===== src/rtl/dmem_lane_ctrl_if.sv =====
// Handshake and lane-RAM bus for the data-memory load/store front end.
// slave = controller side, master = pipeline/memory side.
interface dmem_lane_ctrl_if #(parameter int ADDR_W = 16);
    logic              req_valid_i;
    logic              req_ready_o;
    logic              req_we_i;
    logic [ADDR_W-1:0] req_addr_i;
    logic [1:0]        req_size_i;
    logic              req_unsigned_i;
    logic [31:0]       req_wdata_i;
    logic              rsp_valid_o;
    logic [31:0]       rsp_rdata_o;
    logic [ADDR_W-3:0] mem_addr_o;
    logic [3:0]        mem_wren_o;
    logic [31:0]       mem_wdata_o;
    logic [31:0]       mem_rdata_i;

    modport slave (
        input  req_valid_i, req_we_i, req_addr_i, req_size_i, req_unsigned_i,
               req_wdata_i, mem_rdata_i,
        output req_ready_o, rsp_valid_o, rsp_rdata_o, mem_addr_o, mem_wren_o,
               mem_wdata_o
    );

    modport master (
        output req_valid_i, req_we_i, req_addr_i, req_size_i, req_unsigned_i,
               req_wdata_i, mem_rdata_i,
        input  req_ready_o, rsp_valid_o, rsp_rdata_o, mem_addr_o, mem_wren_o,
               mem_wdata_o
    );
endinterface


===== src/rtl/dmem_lane_ctrl.sv =====
// Byte/half/word load-store front end over four 8-bit lane RAMs; accesses
// crossing a word boundary take a second (SPLIT) cycle on the next word.
module dmem_lane_ctrl #(
    parameter int ADDR_W = 16
) (
    input  logic              clk_i,
    input  logic              rst_ni,
    dmem_lane_ctrl_if.slave   bus
);
    localparam int WA_W = ADDR_W - 2;

    typedef enum logic {S_IDLE = 1'b0, S_SPLIT = 1'b1} state_t;

    state_t          r_state;
    logic [1:0]      r_size;
    logic [1:0]      r_off;
    logic            r_uns;
    logic            r_we;
    logic [31:0]     r_wdata;
    logic [WA_W-1:0] r_wa_nxt;
    logic [31:0]     r_asm;
    logic            r_rsp_valid;
    logic [31:0]     r_rdata;

    logic [1:0]      w_off;
    logic [1:0]      w_size;
    logic            w_uns;
    logic            w_we;
    logic [31:0]     w_wdata;
    logic [2:0]      w_nb;
    logic [2:0]      w_end;
    logic            w_cross;
    logic [3:0]      w_mask;
    logic [31:0]     w_wrot;
    logic [31:0]     w_lanes;
    logic [31:0]     w_ord;
    logic [31:0]     w_res;
    logic            w_idle;

    assign w_idle = (r_state == S_IDLE);

    // In SPLIT every attribute comes from the registered request, since the
    // pipeline may already present the next one on the bus.
    always_comb begin
        w_off   = w_idle ? bus.req_addr_i[1:0]  : r_off;
        w_size  = w_idle ? bus.req_size_i       : r_size;
        w_uns   = w_idle ? bus.req_unsigned_i   : r_uns;
        w_we    = w_idle ? bus.req_we_i         : r_we;
        w_wdata = w_idle ? bus.req_wdata_i      : r_wdata;

        case (w_size)
            2'b00:   w_nb = 3'd1;
            2'b01:   w_nb = 3'd2;
            default: w_nb = 3'd4;
        endcase
        w_end   = {1'b0, w_off} + w_nb;
        w_cross = (w_end > 3'd4);

        w_mask = '0;
        for (int k = 0; k < 4; k++) begin
            if (w_idle)
                w_mask[k] = (3'(k) >= {1'b0, w_off}) && (3'(k) < w_end);
            else
                w_mask[k] = (3'(k) + 3'd4) < w_end;
        end

        // Store byte j lands on lane (off+j) mod 4.
        case (w_off)
            2'd0:    w_wrot = w_wdata;
            2'd1:    w_wrot = {w_wdata[23:0], w_wdata[31:24]};
            2'd2:    w_wrot = {w_wdata[15:0], w_wdata[31:16]};
            default: w_wrot = {w_wdata[7:0],  w_wdata[31:8]};
        endcase

        // Second half: lanes read this cycle merge with the first-half capture.
        w_lanes = bus.mem_rdata_i;
        for (int k = 0; k < 4; k++) begin
            if (!w_idle && !w_mask[k])
                w_lanes[8*k +: 8] = r_asm[8*k +: 8];
        end

        case (w_off)
            2'd0:    w_ord = w_lanes;
            2'd1:    w_ord = {w_lanes[7:0],  w_lanes[31:8]};
            2'd2:    w_ord = {w_lanes[15:0], w_lanes[31:16]};
            default: w_ord = {w_lanes[23:0], w_lanes[31:24]};
        endcase

        case (w_size)
            2'b00:   w_res = {{24{~w_uns & w_ord[7]}},  w_ord[7:0]};
            2'b01:   w_res = {{16{~w_uns & w_ord[15]}}, w_ord[15:0]};
            default: w_res = w_ord;
        endcase
    end

    assign bus.req_ready_o = w_idle;
    assign bus.mem_addr_o  = w_idle ? bus.req_addr_i[ADDR_W-1:2] : r_wa_nxt;
    assign bus.mem_wren_o  = (w_we && (!w_idle || bus.req_valid_i)) ? w_mask : 4'b0000;
    assign bus.mem_wdata_o = w_wrot;
    assign bus.rsp_valid_o = r_rsp_valid;
    assign bus.rsp_rdata_o = r_rdata;

    always_ff @(posedge clk_i or negedge rst_ni) begin
        if (!rst_ni) begin
            r_state     <= S_IDLE;
            r_size      <= '0;
            r_off       <= '0;
            r_uns       <= 1'b0;
            r_we        <= 1'b0;
            r_wdata     <= '0;
            r_wa_nxt    <= '0;
            r_asm       <= '0;
            r_rsp_valid <= 1'b0;
            r_rdata     <= '0;
        end else begin
            r_rsp_valid <= 1'b0;
            if (r_state == S_IDLE) begin
                if (bus.req_valid_i) begin
                    r_size   <= bus.req_size_i;
                    r_off    <= bus.req_addr_i[1:0];
                    r_uns    <= bus.req_unsigned_i;
                    r_we     <= bus.req_we_i;
                    r_wdata  <= bus.req_wdata_i;
                    r_wa_nxt <= bus.req_addr_i[ADDR_W-1:2] + {{(WA_W-1){1'b0}}, 1'b1};
                    if (!bus.req_we_i)
                        r_asm <= bus.mem_rdata_i;
                    if (w_cross) begin
                        r_state <= S_SPLIT;
                    end else begin
                        r_rsp_valid <= 1'b1;
                        r_rdata     <= bus.req_we_i ? 32'h0 : w_res;
                    end
                end
            end else begin
                if (!r_we)
                    r_asm <= w_lanes;
                r_rsp_valid <= 1'b1;
                r_rdata     <= r_we ? 32'h0 : w_res;
                r_state     <= S_IDLE;
            end
        end
    end
endmodule


===== src/flat_wrapper.sv =====
// flat-port wrapper written by rule: the top's interface ports become plain ports
module dmem_lane_ctrl_flat 
#(
    parameter int ADDR_W = 16
)
  (clk_i, rst_ni, bus_req_valid_i, bus_req_we_i, bus_req_addr_i, bus_req_size_i, bus_req_unsigned_i, bus_req_wdata_i, bus_mem_rdata_i, bus_req_ready_o, bus_rsp_valid_o, bus_rsp_rdata_o, bus_mem_addr_o, bus_mem_wren_o, bus_mem_wdata_o);
  dmem_lane_ctrl_if #(.ADDR_W(ADDR_W)) bus_i ();
  input  logic clk_i;
  input  logic rst_ni;
  input wire logic [$bits(bus_i.req_valid_i)-1:0] bus_req_valid_i;
  input wire logic [$bits(bus_i.req_we_i)-1:0] bus_req_we_i;
  input wire logic [$bits(bus_i.req_addr_i)-1:0] bus_req_addr_i;
  input wire logic [$bits(bus_i.req_size_i)-1:0] bus_req_size_i;
  input wire logic [$bits(bus_i.req_unsigned_i)-1:0] bus_req_unsigned_i;
  input wire logic [$bits(bus_i.req_wdata_i)-1:0] bus_req_wdata_i;
  input wire logic [$bits(bus_i.mem_rdata_i)-1:0] bus_mem_rdata_i;
  output wire logic [$bits(bus_i.req_ready_o)-1:0] bus_req_ready_o;
  output wire logic [$bits(bus_i.rsp_valid_o)-1:0] bus_rsp_valid_o;
  output wire logic [$bits(bus_i.rsp_rdata_o)-1:0] bus_rsp_rdata_o;
  output wire logic [$bits(bus_i.mem_addr_o)-1:0] bus_mem_addr_o;
  output wire logic [$bits(bus_i.mem_wren_o)-1:0] bus_mem_wren_o;
  output wire logic [$bits(bus_i.mem_wdata_o)-1:0] bus_mem_wdata_o;
  assign bus_i.req_valid_i = bus_req_valid_i;
  assign bus_i.req_we_i = bus_req_we_i;
  assign bus_i.req_addr_i = bus_req_addr_i;
  assign bus_i.req_size_i = bus_req_size_i;
  assign bus_i.req_unsigned_i = bus_req_unsigned_i;
  assign bus_i.req_wdata_i = bus_req_wdata_i;
  assign bus_i.mem_rdata_i = bus_mem_rdata_i;
  assign bus_req_ready_o = bus_i.req_ready_o;
  assign bus_rsp_valid_o = bus_i.rsp_valid_o;
  assign bus_rsp_rdata_o = bus_i.rsp_rdata_o;
  assign bus_mem_addr_o = bus_i.mem_addr_o;
  assign bus_mem_wren_o = bus_i.mem_wren_o;
  assign bus_mem_wdata_o = bus_i.mem_wdata_o;
  dmem_lane_ctrl #(.ADDR_W(ADDR_W)) u_core (.clk_i(clk_i), .rst_ni(rst_ni), .bus(bus_i));
endmodule

===== config.mk =====
export PLATFORM = sky130hd
export DESIGN_NAME = dmem_lane_ctrl_flat
export DESIGN_NICKNAME = d
export VERILOG_FILES = /design/src/rtl/dmem_lane_ctrl_if.sv /design/src/rtl/dmem_lane_ctrl.sv /design/src/flat_wrapper.sv
export SDC_FILE = /design/constraint.sdc
export NUM_CORES = 1
export LEC_CHECK = 0
export BUFFER_PORTS_ARGS = -buffer_cell sky130_fd_sc_hd__buf_4
export CAP_MARGIN = 20
export CORE_MARGIN = 3
export CORE_UTILIZATION = 38
export CTS_CLUSTER_DIAMETER = 100
export CTS_CLUSTER_SIZE = 25
export DETAILED_ROUTE_END_ITERATION = 12
export GPL_ROUTABILITY_DRIVEN = 0
export SYNTH_ARGS = -nofsm -noshare
export SYNTH_HDL_FRONTEND = slang
export SYNTH_SLANG_ARGS = --single-unit

===== constraint.sdc =====
create_clock -name clk_i -period 5 [get_ports clk_i]
set_input_delay 0.25 -clock clk_i [delete_from_list [all_inputs] [get_ports clk_i]]
set_output_delay 0.25 -clock clk_i [all_outputs]
set_load 0.02 [all_outputs]

==> impl.org <==
** Timing
- Setup Viol. Count Final :: 0
- The worst path uses 86.97% of the clock period.
- Final hold viol count :: 0
- Final setup skew :: 0.008311 ns
- Measured against its own limit, the worst slew margin works out to 26.32%.
- The max-slew violation total from the final report was 0.
- Worst Hold Slack :: 0.03822 ns
- Period minus WS final :: 4.348 ns
- Transition at the pin with the smallest max-transition slack :: 1.101 ns
- Max frequency :: 0.2300 GHz
- Setup repair after global routing left no endpoint under its margin.
- Total negative slack :: 0 ns

** Worst setup path
- Stage delay of the slowest cell on the critical path :: 0.60 ns
- Data arrives at the worst endpoint at 4.65 ns.
- CP endpoint kind :: register
- Required time worst endpoint :: 5.30 ns
- Among all stages on the critical path, the largest delay is contributed by sky130_fd_sc_hd__fa_1.
- The worst setup path is of the register to register kind.
- Path depth of the worst reg2reg path :: 11
- Of all nets on the critical path, the largest fanout is 18.
- Worst path cell trace :: inv_1, o31ai_1, ha_1, inv_1, fa_1, nand2b_1, o21ai_4, mux2_4, o221ai_2, o22ai_2, a221o_2
- The worst setup path is launched from a register.
- Worst path most repeated cell :: sky130_fd_sc_hd__inv_1

** Clock network
- Clock latency on the worst-skew pair, taken at its later pin, is 0.42 ns.
- Once the clock tree was built, the setup fixing pass inserted 0 buffers.
- The clock passes through at most 2 buffers.
- CTS tree :: yes
- The number of hold buffers added after CTS was 1.
- In this run the clock root is driven by a sky130_fd_sc_hd__clkbuf_16.
- Post-CTS repair changed the size of 0 cells.
- Reg clk slew, reported paths :: 0.06 ns
- Clock tree synthesis inserted a total of 17 buffers.
- CTS saw 118 sinks.
- Htree depth :: 4

** Status
- The flow ran to the end, and the final reports show no timing, DRC or antenna violations.

** Cells and area
- Compared with the post-synthesis result, the final layout area differs by 27.37%.
- In the final layout, flip-flops and latches occupy 2957 µm².
- The net count of the finished layout is 1,054.
- Multi-input logic area :: 4434 µm²
- The post-route netlist has 32.86% of its cells at a drive strength greater than 1.
- Number of standard cells in the final layout excluding fillers :: 1,242
- Antenna cells :: 0
- Final standard cell area without fillers :: 9718 µm²
- Filler cells :: 1,874

** Die
- Initial core utilization :: 38.95%
- Pin placement for this block handled 171 I/O pins.
- The die covers 21,820 µm².
- Placeable core region :: 19,590 µm²
- Measured along the x axis, the die boundary spans 147.7 µm.
- Die Height :: 147.7 µm
- Num rows :: 51

** Placed design
- In this run, placement finished with an instance count of 1,209.
- Buffers placed on the I/O ports in this run total 170.
- In this run the cell area measured after placement is 9134 µm².
- DP Wirelength :: 15,960 µm

** Synth
- In the synthesized netlist the async set-or-reset flop fraction comes to 100.0%.
- The most used flip-flop cell after synthesis is sky130_fd_sc_hd__dfrtp_1.
- The Yosys step of the flow raised 0 warnings.
- The cell area that synthesis handed to floorplanning was 7630 µm².
- Cell taking the most area after synthesis :: sky130_fd_sc_hd__dfrtp_1
- Area contributors post-synth :: sky130_fd_sc_hd__dfrtp_1 39%, sky130_fd_sc_hd__mux2i_1 13%, sky130_fd_sc_hd__mux2_2 13%, sky130_fd_sc_hd__nand2_1 7.7%, sky130_fd_sc_hd__a21oi_1 3.8%
- Synthesis handed over a netlist of 821 instances.
- Top-area cell type share of the netlist area :: 38.70%
- Nets in the synthesized netlist :: 911
- Number of library cell types mapped by synthesis :: 49
- Counting flops with a built-in enable in the synthesized netlist gives 0.
- After synthesis, flip-flops and latches occupy 38.70% of the total area.
- After synthesis the netlist holds a flip-flop and latch count of 118.
- After synthesis, the mean cell area works out to 9.293 µm².

** Min path
- Classification of the worst-slack hold path :: input port to register
- Hold Crit Depth :: 3

** Global route
- The initial antenna violation count is 0.
- The via count of the first global-routing pass is 6,720.
- Global routing consumed, over all layers together, 20.70% of the routing resources.
- The total overflow left after global routing is 0.
- The first global-routing pass estimated 36,050 µm of wire.
- Entering global routing, the biggest net connects 69 pins.

** Drt
- The final layout contains routed wiring with a total length of 22,450 µm.
- Drt pass-1 iters :: 5
- In this run the remaining antenna-violating nets after routing total 0.
- Average via count per standard cell :: 5.368
- Final routed wire length divided by cell count :: 18.07 µm
- Summing over every cut layer, the via total after detailed routing is 6,667.
- DRC :: 0
- DR iter-0 viols :: 438

** Power
- Max IR drop VDD :: 0.2990 mV
- Static leakage :: 4.619 nW
- Total power per unit cell area :: 648.4 nW/µm²

** Flow run
- # Max-Cap Violations :: 0
[layout by cell type (no fill, tap or decap), drive strengths merged, types with 8 or more instances in the layout]
cell type	n
mux2i	97
nand3	8
nand2	157
a21oi	58
o211ai	8
buf	185
clkbuf	19
nor2	64
dfrtp	118
mux2	87
a221oi	15
xor2	9
a221o	20
o21ai	45
[through the flow]
stage / utilization [%] / power [W] / worst slack [ns]
2_1_floorplan: - / 0.003988 / 0.7164
3_3_place_gp: 46.62 / 0.005103 / 0.7151
3_5_place_dp: 46.62 / 0.005130 / 0.6380
4_1_cts: 49.61 / 0.006349 / 0.6252
5_1_grt: 49.61 / 0.006743 / 0.3767
6_report: 49.61 / 0.006301 / 0.6516
[sequential cells by signal, summed over array words and instances (netlist names)]
register                count
u_core.r_state              1
u_core.bus.rsp_valid_o      1
u_core.bus.rsp_rdata_o     32
u_core.r_uns                1
u_core.r_wdata             32
u_core.r_size               2
u_core.r_we                 1
u_core.r_wa_nxt            14
u_core.r_asm               32
u_core.r_off                2
[layer usage]
layer / up-vias / GRT usage, % / routed length, µm
met5: - / 0 / 0
met4: 0 / 6.617 / 406
met3: 32 / 5.457 / 1491
met2: 214 / 34.62 / 10860
met1: 3175 / 26.24 / 9693
li1: 3246 / - / -
[critical path: cells and delay by family (launching register included)]
kind,cells,cell delay (ns)
and+or+nand+nor,1,0.29
DFF,1,0.57
muxes,1,0.36
buffers and inverters,2,0.26
AOI/OAI and AO/OA,5,1.88
adders and majority gates,2,0.86
[report_power, final]
group | switching, W | leakage [nW] | internal, W
registers | 0.000281 | 1.44 | 0.00134
clock network | 0.000451 | 0.271 | 0.000742
logic | 0.00201 | 2.90 | 0.00148
[cell usage after synthesis (all sizes together), types with 4 or more instances]
| library cell | n |
|---|---|
| inv | 6 |
| o211ai | 8 |
| o21ai | 45 |
| a221oi | 15 |
| nand2b | 7 |
| nor2b | 4 |
| a22o | 7 |
| buf | 25 |
| and3 | 4 |
| nor2 | 64 |
| mux2i | 97 |
| xor2 | 9 |
| nand2 | 157 |
| nor3 | 4 |
| a211o | 4 |
| xnor2 | 7 |
| mux2 | 87 |
| dfrtp | 118 |
| clkbuf | 37 |
| a21oi | 58 |
| a221o | 20 |
| nand3 | 8 |
[cell families after synthesis]
kind of cell / after synthesis / synth area share (%)
and+or+nand+nor: 255 / 13.58
muxes: 184 / 25.66
AOI/OAI and AO/OA: 177 / 15.76
DFF: 118 / 38.70
buffers and inverters: 68 / 3.624
xor gates and xnor gates: 16 / 2.083
adders and majority gates: 3 / 0.5903
[layout make-up]
type / instances / share of cell area, %
clock buffers: 19 / 4.558
flip-flops and latches: 118 / 30.42
inverters: 6 / 0.2317
clock inverters: 13 / 1.352
repair buffers: 186 / 14.39
well taps: 265 / 3.412
multi-input cells: 635 / 45.63
[final timing paths]
kind / to / start / slack (ns)
worst max register to register: u_core.bus.rsp_rdata_o[25]$_DFFE_PN0P_ / u_core.r_state$_DFF_PN0_ / 0.65
worst min register to register: u_core.r_wa_nxt[8]$_DFFE_PN0P_ / u_core.r_wa_nxt[8]$_DFFE_PN0P_ / 0.47
max in group asynchronous: u_core.r_asm[17]$_DFFE_PN0P_ / rst_ni / 3.27
worst min-delay path: u_core.r_wdata[17]$_DFFE_PN0P_ / bus_req_wdata_i[17] / 0.04
min in group asynchronous: u_core.bus.rsp_rdata_o[1]$_DFFE_PN0P_ / rst_ni / 0.49
worst max-delay path: u_core.bus.rsp_rdata_o[25]$_DFFE_PN0P_ / u_core.r_state$_DFF_PN0_ / 0.65
Note: power is estimated with default switching activity, not from simulation.
